## config.mk

```make
export PLATFORM = sky130hd
export DESIGN_NAME = debounce_botoes
export DESIGN_NICKNAME = d
export VERILOG_FILES = /design/src/rtl/debounce_botoes.sv
export SDC_FILE = /design/constraint.sdc
export NUM_CORES = 1
export LEC_CHECK = 0
export ABC_AREA = 0
export CORE_ASPECT_RATIO = 1.5
export CORE_MARGIN = 1.5
export CORE_UTILIZATION = 55
export DETAILED_ROUTE_END_ITERATION = 12
export DONT_BUFFER_PORTS = 1
export PLACE_DENSITY = 0.7
export SYNTH_ARGS = -nofsm -noshare
export SYNTH_HDL_FRONTEND = slang
export SYNTH_SLANG_ARGS = --single-unit
```

## constraint.sdc

```tcl
create_clock -name clk -period 2.35 [get_ports clk]
set_clock_uncertainty 0.2 [all_clocks]
set_input_delay 0.5875 -clock clk [delete_from_list [all_inputs] [get_ports clk]]
set_output_delay 0.5875 -clock clk [all_outputs]
set_load 0.005 [all_outputs]
```

## src/rtl/debounce_botoes.sv

```systemverilog
// Four-channel push-button conditioner: 2-flop synchronizer, stable-count debounce, press pulses.
// Optional hold-repeat of press pulses is enabled by defining BTN_HOLD_REPEAT_EN.
module debounce_botoes #(
  parameter int unsigned DEBOUNCE_CYCLES = 500000,
  parameter int unsigned REPEAT_CYCLES   = 25000000
) (
  input  logic       clk,
  input  logic       rst_n,
  input  logic       btn1,
  input  logic       btn2,
  input  logic       btn3,
  input  logic       btn4,
  output logic [3:0] btn_n,
  output logic [3:0] press,
  output logic       any_press
);

  localparam int unsigned N_BTN = 4;
  localparam int unsigned CNT_W = $clog2(DEBOUNCE_CYCLES + 1);
  localparam logic [CNT_W-1:0] CNT_LAST = CNT_W'(DEBOUNCE_CYCLES - 1);

  logic [N_BTN-1:0] w_btn_raw;
  logic [N_BTN-1:0] r_sync1;
  logic [N_BTN-1:0] r_sync2;
  logic [N_BTN-1:0] r_stable;
  logic [N_BTN-1:0] w_stable_nxt;
  logic [N_BTN-1:0] r_btn_n;
  logic [N_BTN-1:0] r_press;
  logic [N_BTN-1:0] w_press_nxt;
  logic [CNT_W-1:0] r_cnt     [N_BTN];
  logic [CNT_W-1:0] w_cnt_nxt [N_BTN];

  assign w_btn_raw = {btn4, btn3, btn2, btn1};

  // Two-flop synchronizer; idle (released) level is 1.
  always_ff @(posedge clk or negedge rst_n) begin
    if (!rst_n) begin
      r_sync1 <= '1;
      r_sync2 <= '1;
    end else begin
      r_sync1 <= w_btn_raw;
      r_sync2 <= r_sync1;
    end
  end

  // A change is accepted only after DEBOUNCE_CYCLES consecutive differing samples.
  always_comb begin
    w_stable_nxt = r_stable;
    for (int i = 0; i < N_BTN; i++) begin
      w_cnt_nxt[i] = '0;
      if (r_sync2[i] != r_stable[i]) begin
        if (r_cnt[i] == CNT_LAST) begin
          w_stable_nxt[i] = r_sync2[i];
        end else begin
          w_cnt_nxt[i] = r_cnt[i] + CNT_W'(1);
        end
      end
    end
  end

  always_ff @(posedge clk or negedge rst_n) begin
    if (!rst_n) begin
      r_stable <= '1;
      r_btn_n  <= '1;
      r_press  <= '0;
      for (int i = 0; i < N_BTN; i++) begin
        r_cnt[i] <= '0;
      end
    end else begin
      r_stable <= w_stable_nxt;
      r_btn_n  <= r_stable;
      r_press  <= w_press_nxt;
      for (int i = 0; i < N_BTN; i++) begin
        r_cnt[i] <= w_cnt_nxt[i];
      end
    end
  end

`ifdef BTN_HOLD_REPEAT_EN
  localparam int unsigned RPT_W = (REPEAT_CYCLES > 1) ? $clog2(REPEAT_CYCLES) : 1;
  localparam logic [RPT_W-1:0] RPT_LAST = RPT_W'(REPEAT_CYCLES - 1);

  logic [RPT_W-1:0] r_rpt     [N_BTN];
  logic [RPT_W-1:0] w_rpt_nxt [N_BTN];

  // First pulse on the debounced fall, then one every REPEAT_CYCLES while still held.
  always_comb begin
    w_press_nxt = '0;
    for (int i = 0; i < N_BTN; i++) begin
      w_rpt_nxt[i] = '0;
      if (!r_stable[i]) begin
        if (r_btn_n[i]) begin
          w_press_nxt[i] = 1'b1;
        end else if (r_rpt[i] == RPT_LAST) begin
          w_press_nxt[i] = 1'b1;
        end else begin
          w_rpt_nxt[i] = r_rpt[i] + RPT_W'(1);
        end
      end
    end
  end

  always_ff @(posedge clk or negedge rst_n) begin
    if (!rst_n) begin
      for (int i = 0; i < N_BTN; i++) begin
        r_rpt[i] <= '0;
      end
    end else begin
      for (int i = 0; i < N_BTN; i++) begin
        r_rpt[i] <= w_rpt_nxt[i];
      end
    end
  end
`else
  // Single pulse on the cycle the registered level goes 1->0.
  always_comb begin
    w_press_nxt = r_btn_n & ~r_stable;
  end
`endif

  assign btn_n     = r_btn_n;
  assign press     = r_press;
  assign any_press = |r_press;

endmodule

```

==> impl_metrics.tcl <==
set metrics [dict create \
    status "complete, but fails checks" \
    violations "hold timing" \
    multi_input_comb_area_um2 2003 \
    synth_cell_type_count 41 \
    chipWidth_um 77.04 \
    rsz0062_at_grt "no" \
    setup_viol 0 \
    track_usage 0.1947 \
    drtAntennaViolNets 0 \
    cts_buffer_depth 2 \
    end_kind "register" \
    gp_congestion 0.7957 \
    synth_edf_count 0 \
    cts_tree "built" \
    crit_path_max_fanout 8 \
    area_growth_pct 10.60 \
    syn_nets 442 \
    timing.hold.ws_ns -0.2666 \
    crit_required_ns 2.42 \
    fmax_ghz 0.4603 \
    nFillCells 664 \
    p_leak_nw 1.992 \
    boundaryPins 15 \
    dp_cells 541 \
    grt_max_degree 97 \
    synth_flop_cell "dfrtp_1" \
    grt-ovfl-total 0 \
    reg2reg_slack_ns 0.18 \
    cts_sinks 96 \
    initial_core_util 0.5647 \
    synth_area_um2 4522 \
    drc 0 \
    seq_area_um2 2422 \
    layout.nets 457 \
    tns_ns 0 \
    final_core_util 0.6245 \
    critPathKind "reg -> reg" \
    die_h_um 114.1 \
    finalHoldViolCount 96 \
    dp_hpwl_mm 5.355 \
    r2r_cells 5 \
    power.density_nw_per_um2 649.3 \
    rows 40 \
    drive_gt1_frac 0.1283 \
    min_path_type "in -> async" \
    ir_drop_mv 0.7137 \
    vias_per_cell 5.670 \
    port_buffers 0 \
    dr.pass1.iters 4 \
    min_period_over_period 0.9244 \
    h-tree-depth 3 \
    rr_startpoint "r_cnt[38]$_DFF_PN0_" \
    crit_chain "ha_1, nand4_4, or4_4, or3_1, a21oi_1" \
    first_global_vias 3171 \
    reg2reg_to "r_cnt[54]$_DFF_PN0_" \
    cp-start-kind "register" \
    drv_slew 0 \
    diodes 0 \
    routed-via-count 3158 \
    synthCells 432 \
    wl_mm 7.690 \
    synth-seq-cells 96 \
    clock_latency_ns 0.34 \
    cpPeakStageDelay_ns 0.58 \
    antenna_found_initial 0 \
    root_buffer "clkbuf_16" \
    crit_family "simple AND/OR/NAND/NOR gates" \
    drtIter0Drc 135 \
    maxCapViolCount 0 \
    yosysWarnings 0 \
    final_cells 557 \
    numCtsBuffers 9 \
    seq_area_frac_synth 0.5357 \
    async_flop_share 1.000 \
    finalCriticalPeriod_ns 2.172 \
    cpMaxStageDelayCell "or4_4" \
    core_area_um2 8008 \
    synth.avg_cell_area_um2 10.47 \
    critPathBufInv 0 \
    grt_pass1_wl_mm 13.71 \
    max_slew.worst_pin.slew_ns 0.5314 \
    cts_setup_buffers 0 \
    cts_resized 0 \
    relSlewSlack 0.6425 \
    clk_pin_slew_ns 0.06 \
    wl_per_cell_um 13.81 \
    die_area_um2 8786 \
    cp_data_arrival_time_ns 2.24 \
]
==> Yosys cell counts, types with 5 or more instances <==
master	number	area share
dfrtp_1	80	0.44
nor2_1	72	0.060
xnor2_1	45	0.087
nand3_1	27	0.030
nor4_1	21	0.029
nand2_1	20	0.017
nand4_1	20	0.028
dfstp_2	16	0.093
inv_1	16	0.013
a21oi_1	15	0.017
nor3_1	12	0.013
xor2_1	12	0.023
or3_1	9	0.012
o21ai_0	8	0.0089
nor2b_1	5	0.0069
==> layout make-up <==
type / instances / share of cell area
well taps: 105 / 0.02627
repair buffers: 11 / 0.01651
clock inverters: 2 / 0.007506
clock buffers: 14 / 0.05279
inverters: 16 / 0.01201
multi-input cells: 313 / 0.4005
flip-flops and latches: 96 / 0.4844
==> kinds of logic (layout without fill, tap and decap cells) <==
family | Yosys count | in the layout | share of synthesized area
AOI/OAI and AO/OA | 31 | 31 | 0.05257
xor gates and xnor gates | 57 | 57 | 0.1104
and+or+nand+nor | 214 | 214 | 0.2524
muxes | 7 | 7 | 0.01660
adders and majority gates | 4 | 4 | 0.01107
DFF | 96 | 96 | 0.5357
buffers and inverters | 23 | 43 | 0.02131
==> state kept, by name, summed over array words and instances (netlist names) <==
register and flops:
btn_n 4, r_sync2 4, r_sync1 4, press 4
r_cnt 76, r_stable 4
==> routing by layer <==
layer / global-route usage / vias up / wire (um) / part of all wire
met1: 0.2341 / 1557 / 3458 / 0.45
met5: 0 / - / 0 / 0
met2: 0.3351 / 39 / 3846 / 0.50
met4: 0.1079 / 0 / 193 / 0.025
li1: - / 1548 / - / -
met3: 0.02948 / 14 / 191 / 0.025
==> worst reg2reg max path, delay by kind of cell, from the launching register on <==
family,cells,cell delay [ns]
compound gates,1,0.15
fa+ha+maj,1,0.26
flops,1,0.40
simple gates,3,1.09
==> per-stage QoR <==
stage / power, mW / cell area [um2] / worst slack [ns]
global placement: 1.804 / 4700 / 0.2369
finish: 3.247 / 5001 / 0.1776
global route: 3.361 / 5001 / 0.07398
CTS: 3.279 / 5001 / 0.1745
detailed placement: 1.807 / 4700 / 0.1757
floorplan: 1.785 / 4522 / 0.2886
==> power by group <==
group	leakage [nW]	switching [mW]	total [mW]	internal, mW
sequential	1.27	0.0232	1.71	1.68
combinational	0.575	0.0409	0.0706	0.0297
clock	0.143	0.586	1.47	0.884
==> cell usage in the layout (no fill, tap or decap), types with 5 or more instances in the layout <==
cell type | netlist | layout
nor4_1 | 21 | 21
o21ai_0 | 8 | 8
xnor2_1 | 45 | 45
clkbuf_16 | 0 | 9
a21oi_1 | 15 | 15
nand2_1 | 20 | 20
nand3_1 | 27 | 27
inv_1 | 16 | 16
nand4_1 | 20 | 20
dfstp_2 | 16 | 16
or3_1 | 9 | 9
xor2_1 | 12 | 12
dfrtp_1 | 80 | 80
buf_4 | 1 | 11
nor3_1 | 12 | 12
nor2b_1 | 5 | 5
nor2_1 | 72 | 72
==> how the worst max path moves through the flow <==
| stage | slack, ns | depth (start not counted) | to | start |
|---|---|---|---|---|
| after CTS | 0.17 | 5 | r_cnt[54]$_DFF_PN0_ | r_cnt[38]$_DFF_PN0_ |
| after global routing | 0.07 | 5 | r_cnt[56]$_DFF_PN0_ | r_cnt[38]$_DFF_PN0_ |
| after global placement | 0.24 | 5 | r_cnt[54]$_DFF_PN0_ | r_cnt[38]$_DFF_PN0_ |
| after floorplan | 0.29 | 5 | r_cnt[54]$_DFF_PN0_ | r_cnt[38]$_DFF_PN0_ |
| after detailed placement | 0.18 | 5 | r_cnt[54]$_DFF_PN0_ | r_cnt[38]$_DFF_PN0_ |
| final | 0.18 | 5 | r_cnt[54]$_DFF_PN0_ | r_cnt[38]$_DFF_PN0_ |
Power figures use the tool's default switching activity.
